File: src/rtl/vga_timing_ctrl.sv
// VGA raster timing: counters, sync/blank, pixel fetch requests,
// and a delay line that realigns returned RGB with the syncs.
module vga_timing_ctrl #(
  parameter int H_ACTIVE   = 640,
  parameter int H_FP       = 16,
  parameter int H_SYNC     = 96,
  parameter int H_BP       = 48,
  parameter int V_ACTIVE   = 480,
  parameter int V_FP       = 10,
  parameter int V_SYNC     = 2,
  parameter int V_BP       = 33,
  parameter bit HS_POL     = 1'b0,
  parameter bit VS_POL     = 1'b0,
  parameter int RD_LATENCY = 2
) (
  input  logic        pixel_clk,
  input  logic        rst,
  input  logic        enable,
  output logic        pix_req,
  output logic [9:0]  pix_x,
  output logic [9:0]  pix_y,
  input  logic        pix_valid,
  input  logic [11:0] pix_rgb,
  output logic [3:0]  vga_r,
  output logic [3:0]  vga_g,
  output logic [3:0]  vga_b,
  output logic        vga_hsync,
  output logic        vga_vsync,
  output logic        frame_start,
  output logic        busy,
  output logic        underrun,
  input  logic        underrun_clr
);

  localparam int H_TOTAL = H_ACTIVE + H_FP + H_SYNC + H_BP;
  localparam int V_TOTAL = V_ACTIVE + V_FP + V_SYNC + V_BP;

  localparam logic [9:0] HA  = 10'(H_ACTIVE);
  localparam logic [9:0] VA  = 10'(V_ACTIVE);
  localparam logic [9:0] HS0 = 10'(H_ACTIVE + H_FP);
  localparam logic [9:0] HS1 = 10'(H_ACTIVE + H_FP + H_SYNC);
  localparam logic [9:0] VS0 = 10'(V_ACTIVE + V_FP);
  localparam logic [9:0] VS1 = 10'(V_ACTIVE + V_FP + V_SYNC);
  localparam logic [9:0] HL  = 10'(H_TOTAL - 1);
  localparam logic [9:0] VL  = 10'(V_TOTAL - 1);

  typedef enum logic [1:0] {
    IDLE,
    RUN,
    DRAIN
  } state_t;

  state_t      state;
  state_t      state_nx;
  logic [9:0]  hcnt;
  logic [9:0]  vcnt;
  logic [9:0]  x_hold;
  logic [9:0]  y_hold;
  logic        run;
  logic        h_last;
  logic        v_last;
  logic        act_c;
  logic        hs_c;
  logic        vs_c;
  logic        sof_c;
  logic [3:0]  dl [RD_LATENCY];
  logic        d_act;
  logic        d_hs;
  logic        d_vs;
  logic        d_sof;
  logic [11:0] rgb_q;

  assign run    = (state != IDLE);
  assign busy   = run;
  assign h_last = (hcnt == HL);
  assign v_last = (vcnt == VL);

  always_ff @(posedge pixel_clk or posedge rst) begin
    if (rst) state <= IDLE;
    else     state <= state_nx;
  end

  always_comb begin
    state_nx = state;
    unique case (state)
      IDLE:    if (enable) state_nx = RUN;
      RUN:     if (!enable) state_nx = DRAIN;
      DRAIN: begin
        if (enable)               state_nx = RUN;
        else if (h_last && v_last) state_nx = IDLE;
      end
      default: state_nx = IDLE;
    endcase
  end

  always_ff @(posedge pixel_clk or posedge rst) begin
    if (rst) begin
      hcnt <= '0;
      vcnt <= '0;
    end else if (run) begin
      if (h_last) begin
        hcnt <= '0;
        vcnt <= v_last ? '0 : vcnt + 10'd1;
      end else begin
        hcnt <= hcnt + 10'd1;
      end
    end
  end

  // Counter-stage flags are gated by run so IDLE's held (0,0) is silent.
  assign act_c = run && (hcnt < HA) && (vcnt < VA);
  assign hs_c  = run && (hcnt >= HS0) && (hcnt < HS1);
  assign vs_c  = run && (vcnt >= VS0) && (vcnt < VS1);
  assign sof_c = run && (hcnt == '0) && (vcnt == '0);

  assign pix_req = act_c;
  assign pix_x   = act_c ? hcnt : x_hold;
  assign pix_y   = act_c ? vcnt : y_hold;

  always_ff @(posedge pixel_clk or posedge rst) begin
    if (rst) begin
      x_hold <= '0;
      y_hold <= '0;
    end else if (act_c) begin
      x_hold <= hcnt;
      y_hold <= vcnt;
    end
  end

  always_ff @(posedge pixel_clk or posedge rst) begin
    if (rst) begin
      for (int i = 0; i < RD_LATENCY; i++) dl[i] <= '0;
    end else begin
      dl[0] <= {act_c, hs_c, vs_c, sof_c};
      for (int i = 1; i < RD_LATENCY; i++) dl[i] <= dl[i-1];
    end
  end

  assign {d_act, d_hs, d_vs, d_sof} = dl[RD_LATENCY-1];

  always_ff @(posedge pixel_clk or posedge rst) begin
    if (rst) begin
      rgb_q       <= '0;
      vga_hsync   <= ~HS_POL;
      vga_vsync   <= ~VS_POL;
      frame_start <= 1'b0;
      underrun    <= 1'b0;
    end else begin
      rgb_q       <= (d_act && pix_valid) ? pix_rgb : '0;
      vga_hsync   <= d_hs ? HS_POL : ~HS_POL;
      vga_vsync   <= d_vs ? VS_POL : ~VS_POL;
      frame_start <= d_sof;
      if (d_act && !pix_valid) underrun <= 1'b1;
      else if (underrun_clr)   underrun <= 1'b0;
    end
  end

  assign vga_r = rgb_q[11:8];
  assign vga_g = rgb_q[7:4];
  assign vga_b = rgb_q[3:0];

endmodule
File: config.mk
export PLATFORM = sky130hd
export DESIGN_NAME = vga_timing_ctrl
export DESIGN_NICKNAME = d
export VERILOG_FILES = /design/src/rtl/vga_timing_ctrl.sv
export SDC_FILE = /design/constraint.sdc
export NUM_CORES = 1
export LEC_CHECK = 0
export BUFFER_PORTS_ARGS = -buffer_cell sky130_fd_sc_hd__buf_2
export CAP_MARGIN = 20
export CORE_UTILIZATION = 41
export CTS_BUF_LIST = sky130_fd_sc_hd__clkbuf_8
export DETAILED_ROUTE_END_ITERATION = 8
export PLACE_DENSITY = 0.58
export SLEW_MARGIN = 15
export SYNTH_ARGS = -nofsm -noshare
export SYNTH_HDL_FRONTEND = slang
export SYNTH_SLANG_ARGS = --single-unit
export TNS_END_PERCENT = 50
File: constraint.sdc
create_clock -name pixel_clk -period 2.85 [get_ports pixel_clk]
set_input_delay 0 -clock pixel_clk [delete_from_list [all_inputs] [get_ports pixel_clk]]
set_output_delay 0 -clock pixel_clk [all_outputs]
set_load 0.005 [all_outputs]
==> impl_metrics.env <==
export IMPL_status="finished clean"
export IMPL_diodes=0
export IMPL_cp_data_required_time_ns=2.85
export IMPL_combPwrFrac_pct=14.9
export IMPL_hold_depth=2
export IMPL_ios=55
export IMPL_hold_viol=0
export IMPL_instances_no_fill=381
export IMPL_finalWorstSetupSlack_ns=0.303
export IMPL_clock_sinks=66
export IMPL_cts_tree="done"
export IMPL_post_dp_cell_area_mm2=0.00305
export IMPL_p_sw_share_pct=27.5
export IMPL_p_leak_nw=1.77
export IMPL_ys_warn_count=0
export IMPL_fin_area_mm2=0.00345
export IMPL_avgSynthCellArea_um2=12.3
export IMPL_ff2ff_setup_slack_ns=0.66
export IMPL_skew_ns=0.0107
export IMPL_arrival_ns=2.55
export IMPL_drc=0
export IMPL_synth_nets=244
export IMPL_nets=320
export IMPL_fmax_mhz=393
export IMPL_layout_drive_gt1_share_pct=32.9
export IMPL_totalWireLength_um=5370
export IMPL_drt_wirelength_per_cell_um=14.1
export IMPL_fin_crit_ns=2.55
export IMPL_reg2reg_depth=5
export IMPL_h_tree_depth=3
export IMPL_drv_cap=0
export IMPL_area_growth_pct=26.3
export IMPL_p_switching_w=0.000627
export IMPL_ys_seq_area_share_pct=60.5
export IMPL_initial_core_util_pct=42.8
export IMPL_crit_path_end_kind="output pin"
export IMPL_port_buffer_count=54
export IMPL_peakVddDrop_uv=406
export IMPL_finalCritPeriodShare_pct=89.4
export IMPL_hold_path_class="primary input to register"
export IMPL_path_max_fanout=12
export IMPL_seqPwrFrac_pct=50.4
export IMPL_root_buffer="clkbuf_8"
export IMPL_grt_pass1_vias=1984
export IMPL_ant_nets=0
export IMPL_crit_type="register to output pin"
export IMPL_overflow=0
export IMPL_grt_antenna_before_repair=0
export IMPL_intPower_w=0.00165
export IMPL_grt_pass1_wl_um=9340
export IMPL_cts_resized_gates=0
export IMPL_vias=1945
export IMPL_drt_pre_antenna_iters=4
export IMPL_ys_seq_elements=66
export IMPL_rsz0062_at_grt="no"
export IMPL_die_area_mm2=0.00700
export IMPL_clockPowerShare_pct=34.7
export IMPL_dp_hpwl_um=3580
export IMPL_place_ws_ns=0.617
export IMPL_placed_cells=345
export IMPL_synth_distinct_cells=40
export IMPL_grt_max_degree=31
export IMPL_via_per_inst=5.10
export IMPL_cts_hold_buf=20
export IMPL_powerDensity_mw_per_mm2=659
export IMPL_clk_insertion_delay_late_ns=0.34
export IMPL_die_h_um=83.7
export IMPL_numCtsBuffers=9
export IMPL_post_cts_setup_buffers=0
export IMPL_slew_violations=0
export IMPL_clock_path_buffers=2
export IMPL_drtIter0Drc=33
export IMPL_worst_setup_path_start_kind="register"
export IMPL_synth_cells=223
export IMPL_setup_tns_final_ns=0
export IMPL_syn_area_mm2=0.00274
export IMPL_die_x_um=83.7
export IMPL_rows=29
export IMPL_grt_util_all_layers_pct=17.2
export IMPL_slew_headroom_pct=61.9
export IMPL_gp_congestion=0.800
export IMPL_setup_viol=0
export IMPL_worst_slew_pin_slew_ns=0.571
export IMPL_clkTransAtPathRegs_ns=0.08
export IMPL_core_mm2=0.00639
placed cells by master, fill, tap and decap left out, types with 3 or more instances in the layout:
| cell | instances |
|---|---|
| nand3_1 | 12 |
| mux2_2 | 19 |
| o21ai_0 | 7 |
| inv_1 | 13 |
| nand2_1 | 13 |
| and2_1 | 3 |
| nor3_1 | 5 |
| clkbuf_8 | 10 |
| nor2_1 | 11 |
| dlygate4sd3_1 | 20 |
| buf_4 | 3 |
| nand4_1 | 4 |
| dfrtp_1 | 64 |
| and3_1 | 13 |
| clkinvlp_4 | 3 |
| ha_1 | 4 |
| buf_2 | 54 |
| xnor2_1 | 9 |
path summary, 6_finish.rpt:
| path | from | end |
|---|---|---|
| worst min-delay path | pix_valid | rgb_q[8]$_DFF_PP0_ |
| worst max register to register | state[0]$_DFFE_PP0P_ | x_hold[1]$_DFF_PP0_ |
| worst max-delay path | state[0]$_DFFE_PP0P_ | pix_x[1] |
| min in group asynchronous | rst | d_act$_DFF_PP0_ |
| max in group asynchronous | rst | y_hold[2]$_DFF_PP0_ |
| worst min register to register | dl[5]$_DFF_PP0_ | d_vs$_DFF_PP0_ |
worst max-delay path, stage by stage (launching register included):
cell and delay, ns:
dfrtp_1 0.44, nor2_1 0.43, nor2_1 0.12, nand3_1 0.40
buf_4 0.31, mux2_2 0.37, buf_2 0.13
metal layers:
layer	share of wire [%]	routed length [um]	track usage [%]
met2	47	2520	28.2
met5	0	0	0
met3	4.4	238	4.45
met1	47	2510	21.0
met4	1.8	96	8.32
power groups by stage:
stage / sequential [W] / clock, W / combinational, W
after global placement: 0.00116 / 0 / 0.000314
after floorplan: 0.00110 / 0 / 0.000257
after CTS: 0.00115 / 0.000814 / 0.000346
final: 0.00115 / 0.000791 / 0.000338
after global routing: 0.00116 / 0.000852 / 0.000382
after detailed placement: 0.00117 / 0 / 0.000322
registers in the layout, summed over array words and instances (netlist names):
signal	count
rgb_q	12
hcnt	10
vcnt	10
x_hold	10
y_hold	10
dl	4
state	2
d_act	1
d_hs	1
d_sof	1
d_vs	1
frame_start	1
underrun	1
vga_hsync	1
vga_vsync	1
cell usage after synthesis, drive strengths merged:
library cell,instances,area (um^2)
dfrtp,64,1600
mux2,20,229
and3,14,88.8
inv,14,52.6
nand2,13,48.8
nand3,13,77.6
nor2,11,41.3
xnor2,9,78.8
buf,8,58.8
o21ai,7,35.0
nor3,5,25.0
clkbuf,4,15.0
ha,4,50.1
nand4,4,25.0
and2,3,18.8
a21o,2,15.0
a21oi,2,10.0
a31oi,2,12.5
and4,2,17.5
dfstp,2,52.6
nand4b,2,17.5
nor4,2,12.5
nor4b,2,32.5
o22ai,2,12.5
xor2,2,17.5
a21boi,1,7.51
a41oi,1,8.76
and4b,1,10.0
and4bb,1,12.5
mux2i,1,10.0
nand2b,1,6.26
nand3b,1,7.51
nor2b,1,6.26
o2111a,1,11.3
o2111ai,1,8.76
stage by stage:
stage	util [%]	total power, W	hold slack (ns)
4_1_cts	54.1	0.00231	0.000418
2_1_floorplan	-	0.00136	0.0631
3_5_place_dp	47.8	0.00149	0.00837
5_1_grt	54.1	0.00240	0.00948
3_3_place_gp	47.8	0.00147	0.00695
6_report	54.1	0.00228	0.0150
cells by family after synthesis:
group | Yosys count | share of synthesized area [%]
compound gates | 19 | 4.44
xor+xnor | 11 | 3.52
fa+ha+maj | 4 | 1.83
buf+inv | 26 | 4.62
flops | 66 | 60.5
mux | 21 | 8.74
simple gates | 76 | 16.4
cell type report:
class                   instances  area (um^2)
repair buffers                 77          493
clock inverters                 6         66.3
fillers                       552         2930
multi-input cells             131          955
flip-flops and latches         66         1650
inverters                      14         52.6
well taps                      77         96.3
clock buffers                  10          138
(Power assumes the default switching activity.)
